==> src/rtl/fitness_bank.sv <==
// rtl/fitness_bank.sv - fitness array, saturated total and best tracker; FITNESS_BANK_WRCNT_EN adds wr_count
module fitness_bank #(
    parameter int FITNESS_WIDTH   = 14,
    parameter int POPULATION_SIZE = 16,
    parameter int ADDR_WIDTH      = $clog2(POPULATION_SIZE)
) (
    input  logic                                          clk,
    input  logic                                          rst_n,
    input  logic                                          clear_start,
    input  logic                                          wr_en,
    input  logic [ADDR_WIDTH-1:0]                         wr_addr,
    input  logic [FITNESS_WIDTH-1:0]                      wr_fitness,
    output logic                                          wr_ready,
    output logic [POPULATION_SIZE-1:0][FITNESS_WIDTH-1:0] fitness_values,
    output logic [FITNESS_WIDTH-1:0]                      total_fitness,
    output logic [ADDR_WIDTH-1:0]                         best_index,
    output logic [FITNESS_WIDTH-1:0]                      best_fitness,
    output logic                                          bank_valid,
    output logic                                          busy
`ifdef FITNESS_BANK_WRCNT_EN
    ,
    output logic [15:0]                                   wr_count
`endif
);

    localparam int SUM_WIDTH = FITNESS_WIDTH + ADDR_WIDTH;
    localparam logic [ADDR_WIDTH-1:0] LAST_IDX = ADDR_WIDTH'(POPULATION_SIZE - 1);
    localparam logic [SUM_WIDTH-1:0] SAT_MAX = SUM_WIDTH'({FITNESS_WIDTH{1'b1}});

    typedef enum logic [1:0] {S_READY, S_CLEAR, S_RESCAN} state_t;

    state_t                                          r_state;
    state_t                                          w_next;
    logic [POPULATION_SIZE-1:0][FITNESS_WIDTH-1:0]   r_entries;
    logic [POPULATION_SIZE-1:0]                      r_written;
    logic [SUM_WIDTH-1:0]                            r_sum;
    logic [ADDR_WIDTH-1:0]                           r_best_idx;
    logic [FITNESS_WIDTH-1:0]                        r_best_val;
    logic [ADDR_WIDTH-1:0]                           r_idx;
    logic [ADDR_WIDTH-1:0]                           r_cand_idx;
    logic [FITNESS_WIDTH-1:0]                        r_cand_val;

    logic                                            w_wr_acc;
    logic                                            w_last;
    logic [FITNESS_WIDTH-1:0]                        w_old;
    logic                                            w_best_drop;
    logic [ADDR_WIDTH-1:0]                           w_scan_idx;
    logic [FITNESS_WIDTH-1:0]                        w_scan_val;

    assign wr_ready       = (r_state == S_READY) && !clear_start;
    assign w_wr_acc       = wr_en && wr_ready;
    assign w_last         = (r_idx == LAST_IDX);
    assign w_old          = r_entries[wr_addr];
    assign w_best_drop    = w_wr_acc && (wr_addr == r_best_idx) && (wr_fitness < w_old);
    assign fitness_values = r_entries;
    assign total_fitness  = (r_sum > SAT_MAX) ? {FITNESS_WIDTH{1'b1}} : r_sum[FITNESS_WIDTH-1:0];
    assign best_index     = r_best_idx;
    assign best_fitness   = r_best_val;
    assign bank_valid     = (&r_written) && (r_state == S_READY);
    assign busy           = (r_state != S_READY);

    // Rescan candidate after examining entry r_idx; the scan restarts at entry 0, strict '>' keeps lowest index on ties
    always_comb begin
        w_scan_idx = r_cand_idx;
        w_scan_val = r_cand_val;
        if (r_idx == '0) begin
            w_scan_idx = '0;
            w_scan_val = r_entries[0];
        end else if (r_entries[r_idx] > r_cand_val) begin
            w_scan_idx = r_idx;
            w_scan_val = r_entries[r_idx];
        end
    end

    // Next-state selection: clear wins over writes and aborts a rescan
    always_comb begin
        w_next = r_state;
        case (r_state)
            S_READY: begin
                if (clear_start)      w_next = S_CLEAR;
                else if (w_best_drop) w_next = S_RESCAN;
            end
            S_CLEAR: begin
                if (w_last) w_next = S_READY;
            end
            S_RESCAN: begin
                if (clear_start) w_next = S_CLEAR;
                else if (w_last) w_next = S_READY;
            end
            default: w_next = S_READY;
        endcase
    end

    // State register and step counter; the counter restarts on every state change
    always_ff @(posedge clk or negedge rst_n) begin
        if (!rst_n) begin
            r_state <= S_READY;
            r_idx   <= '0;
        end else begin
            r_state <= w_next;
            if ((w_next != r_state) || (r_state == S_READY)) r_idx <= '0;
            else                                              r_idx <= r_idx + 1'b1;
        end
    end

    // Entry array, exact sum, written mask and best tracking
    always_ff @(posedge clk or negedge rst_n) begin
        if (!rst_n) begin
            r_entries  <= '0;
            r_written  <= '0;
            r_sum      <= '0;
            r_best_idx <= '0;
            r_best_val <= '0;
            r_cand_idx <= '0;
            r_cand_val <= '0;
        end else begin
            case (r_state)
                S_READY: begin
                    if (w_wr_acc) begin
                        r_entries[wr_addr] <= wr_fitness;
                        r_written[wr_addr] <= 1'b1;
                        r_sum              <= r_sum - SUM_WIDTH'(w_old) + SUM_WIDTH'(wr_fitness);
                        if (!w_best_drop) begin
                            if (wr_fitness > r_best_val) begin
                                r_best_idx <= wr_addr;
                                r_best_val <= wr_fitness;
                            end else if (wr_addr == r_best_idx) begin
                                r_best_val <= wr_fitness;
                            end
                        end
                    end
                end
                S_CLEAR: begin
                    r_entries[r_idx] <= '0;
                    if (w_last) begin
                        r_sum      <= '0;
                        r_best_idx <= '0;
                        r_best_val <= '0;
                        r_written  <= '0;
                    end
                end
                S_RESCAN: begin
                    if (!clear_start) begin
                        r_cand_idx <= w_scan_idx;
                        r_cand_val <= w_scan_val;
                        if (w_last) begin
                            r_best_idx <= w_scan_idx;
                            r_best_val <= w_scan_val;
                        end
                    end
                end
                default: ;
            endcase
        end
    end

`ifdef FITNESS_BANK_WRCNT_EN
    logic [15:0] r_wr_count;
    assign wr_count = r_wr_count;

    // Accepted-write counter, wraps naturally, cleared when a clear completes
    always_ff @(posedge clk or negedge rst_n) begin
        if (!rst_n)                          r_wr_count <= '0;
        else if (w_wr_acc)                   r_wr_count <= r_wr_count + 16'd1;
        else if (r_state == S_CLEAR && w_last) r_wr_count <= '0;
    end
`endif

endmodule
==> config.mk <==
export PLATFORM = sky130hd
export DESIGN_NAME = fitness_bank
export DESIGN_NICKNAME = d
export VERILOG_FILES = /design/src/rtl/fitness_bank.sv
export SDC_FILE = /design/constraint.sdc
export NUM_CORES = 1
export LEC_CHECK = 0
export BUFFER_PORTS_ARGS = -buffer_cell sky130_fd_sc_hd__buf_2
export CORE_MARGIN = 2
export CORE_UTILIZATION = 45
export DETAILED_ROUTE_END_ITERATION = 12
export PLACE_DENSITY_LB_ADDON = 0.1
export RECOVER_POWER = 50
export SLEW_MARGIN = 20
export SYNTH_ARGS = -nofsm -noshare
export SYNTH_HDL_FRONTEND = slang
export SYNTH_SLANG_ARGS = --single-unit
==> constraint.sdc <==
create_clock -name clk -period 4 [get_ports clk]
set_input_delay 0.2 -clock clk [delete_from_list [all_inputs] [get_ports clk]]
set_output_delay 0.2 -clock clk [all_outputs]
set_load 0.05 [all_outputs]
==> impl_metrics.py <==
metrics = {
    "sta": {
        "hold_viol": 0,
        "fin_crit_sh_pct": 99.8,
        "slew_viol_final": 103,
        "whs_ns": 0.106,
        "tightest_slew_ns": 2.92,
        "clock.fmax_mhz": 250,
        "slew_headroom_pct": -95.0,
        "period_needed_ns": 3.99,
        "finClkSkew_ns": 0.0158,
        "setup_slack_ns": 0.00694,
        "grt_setup_unrepaired": "yes",
        "setup_viol": 0,
        "final.setup.tns_ns": 0,
    },
    "synth": {
        "synth_flop_cell": "dfrtp_1",
        "netlist_area_sq_um": 17700,
        "synth_common_cells": "300 x dfrtp_1, 227 x a22o_1, 124 x mux4_2",
        "synth_top_area_cell": "dfrtp_1",
        "syn_inst": 1518,
        "synth_enable_flop_cells": 0,
        "avgSynthCellArea_sq_um": 11.7,
        "yosys_register_bits": 300,
        "synth_cell_types": 63,
        "synthTopCellsByArea": "dfrtp_1 42%, mux4_2 16%, a22o_1 11%, ha_1 4.9%, inv_1 2.4%",
        "yosys.area.top_type_share_pct": 42.4,
        "async_flop_share_pct": 100,
        "yosys_warnings": 0,
        "yosys.cell_count.top_type": "dfrtp_1",
        "synth-seq-area-share_pct": 42.4,
        "syn_nets": 1624,
    },
    "place": {
        "gp_congestion": 0.962,
        "dpl_cell_area_sq_um": 21600,
        "place_inst": 2469,
        "io_buffers": 280,
        "dp_slack_ns": -0.261,
        "dp_hpwl_mm": 54.2,
    },
    "final_layout": {
        "area_growth_syn_to_layout_pct": 31.3,
        "fin_util_pct": 60.0,
        "design_area_sq_um": 23300,
        "diodes": 0,
        "nets": 2110,
        "n_fill_cell": 3340,
        "multiInputGateArea_sq_um": 9610,
        "instances_no_fill": 2550,
        "drive_gt1_share_pct": 34.2,
        "seqCellArea_sq_um": 7510,
    },
    "global_routing": {
        "antenna_found_initial": 1,
        "grt_first_pass_wirelength_mm": 108,
        "grt.total_usage_pct": 35.8,
        "gr-total-overflow": 0,
        "grt_start_max_net_pins": 104,
        "grt_pass1_vias": 16227,
    },
    "clock_tree": {
        "clock_sinks": 300,
        "clk_pin_slew_ns": 0.06,
        "cts_made_buffers": 37,
        "cts.path.max_buffers": 3,
        "cts_tree": "yes",
        "clk_latency_ns": 0.57,
        "htreeDepth": 2,
        "cts-root-buf": "clkbuf_16",
    },
    "detailed_routing": {
        "drt_first_iter_violations": 1646,
        "routed_wl_mm": 74.2,
        "via_per_inst": 6.48,
        "drc": 0,
        "drtAntennaViolNets": 0,
        "wl_per_cell_um": 29.1,
        "num_vias": 16514,
        "dr.pass1.iters": 6,
    },
    "die": {
        "rows": 72,
        "coreArea_sq_um": 38700,
        "die_width_um": 202,
        "die_area_sq_um": 41000,
        "die_h_um": 202,
        "ios": 281,
        "start_util_pct": 45.7,
    },
    "critical_path": {
        "path_class": "flip-flop to flip-flop",
        "cp.required_ns": 4.41,
        "critical_path_arrival_ns": 4.41,
        "crit_chain": "buf_4, clkbuf_16, mux4_2, a22oi_1, nand2_2, ha_4, nand2_1, nor4_2, buf_4, a211oi_2, o211a_1, buf_6, or4_4, a32oi_2, mux2i_1",
        "worst-path-max-fanout": 18,
        "start_kind": "flip-flop",
        "critPathSlowestCell": "dfrtp_4",
        "cp_slowest_stage_delay_ns": 0.50,
        "crit_path_end_kind": "flip-flop",
        "crit_top_cell": "buf_4",
    },
    "pwr": {
        "finalPower_mw": 19.3,
        "power_density_nw_per_um2": 829,
        "leakagePower_nw": 10.9,
        "peakVddDrop_mv": 0.447,
    },
    "outcome": {
        "outcome": "complete, but fails checks",
        "violations": "max-capacitance violations, max-slew violations",
    },
    "flow_run": {
        "cap_violations": 1,
    },
    "hold_path": {
        "min_path_type": "input port to flip-flop",
    },
}
## state kept, by name, indices dropped and copies added (netlist names)
register,count
fitness_values,224
r_sum,18
r_written,16
best_fitness,14
r_cand_val,14
best_index,4
r_cand_idx,4
r_idx,4
r_state,2
## power breakdown
part | internal [mW] | leakage, nW | switching (mW)
logic | 4.11 | 6.11 | 7.08
registers | 3.71 | 4.11 | 0.618
clock network | 2.34 | 0.673 | 1.42
## worst max-delay path, delay by kind of cell (launching register included)
family	cells	cell delay [ns]
AND/OR/NAND/NOR	4	1.08
buffers and inverters	4	0.62
flip-flops	1	0.50
adder cells (fa/ha/maj)	1	0.31
AO/OA/AOI/OAI	4	0.73
multiplexers	2	0.62
## final timing paths
kind,startpoint,to,slack (ns),cells after the start
min in group asynchronous,rst_n,best_fitness[11]$_DFFE_PN0P_,1.06,2
hold reg to reg,r_sum[16]$_DFFE_PN0P_,r_sum[16]$_DFFE_PN0P_,0.49,1
max in group asynchronous,rst_n,fitness_values[177]$_DFFE_PN0P_,0.60,3
setup reg to reg,r_idx[0]$_DFF_PN0_,best_fitness[5]$_DFFE_PN0P_,0.007,15
setup / recovery,r_idx[0]$_DFF_PN0_,best_fitness[5]$_DFFE_PN0P_,0.007,15
hold / removal,clear_start,r_state[0]$_DFF_PN0_,0.11,4
## cells by family (layout without fill, tap and decap cells)
kind of cell | count (synthesis) | count (layout) | synth area share, %
AO/OA/AOI/OAI | 448 | 448 | 19.8
buffers and inverters | 252 | 766 | 5.66
adder cells (fa/ha/maj) | 84 | 84 | 6.53
multiplexers | 144 | 144 | 17.1
flip-flops | 300 | 300 | 42.4
AND/OR/NAND/NOR | 272 | 272 | 7.63
XOR/XNOR | 18 | 18 | 0.890
## area by class of cell
cell class,count,share of cell area (%)
clock buffers,55,5.01
clock inverters,12,0.823
inverters,114,1.84
multi-input cells,966,41.3
flip-flops and latches,300,32.3
well taps,518,2.79
repair buffers,585,15.9
## per-layer routing
layer | wire, um | track usage, % | vias to the layer above
met5 | 11 | 0 | -
met4 | 1710 | 10.4 | 2
met3 | 8450 | 9.46 | 123
met2 | 33900 | 54.2 | 1053
met1 | 30100 | 50.8 | 8542
li1 | - | - | 6794
## placed cells by master, fill, tap and decap left out, types with 22 or more instances in the layout
master,instances
nand2b_1,22
mux4_2,125
clkbuf_1,161
nand2_1,44
dfrtp_1,298
clkbuf_16,42
inv_1,112
buf_2,120
buf_4,286
o21ai_0,29
nor2_1,94
a21oi_1,43
ha_1,60
a22o_1,227
## timing repair
item	in CTS	in global routing
hold buffers	2	0
endpoints found under the setup margin	13	25
pin swaps	8	18
resized for setup	9	55
setup buffers	1	7
gates cloned	1	3
endpoints found under the hold margin	101	0
No activity file was read; power rests on OpenSTA's default activity.
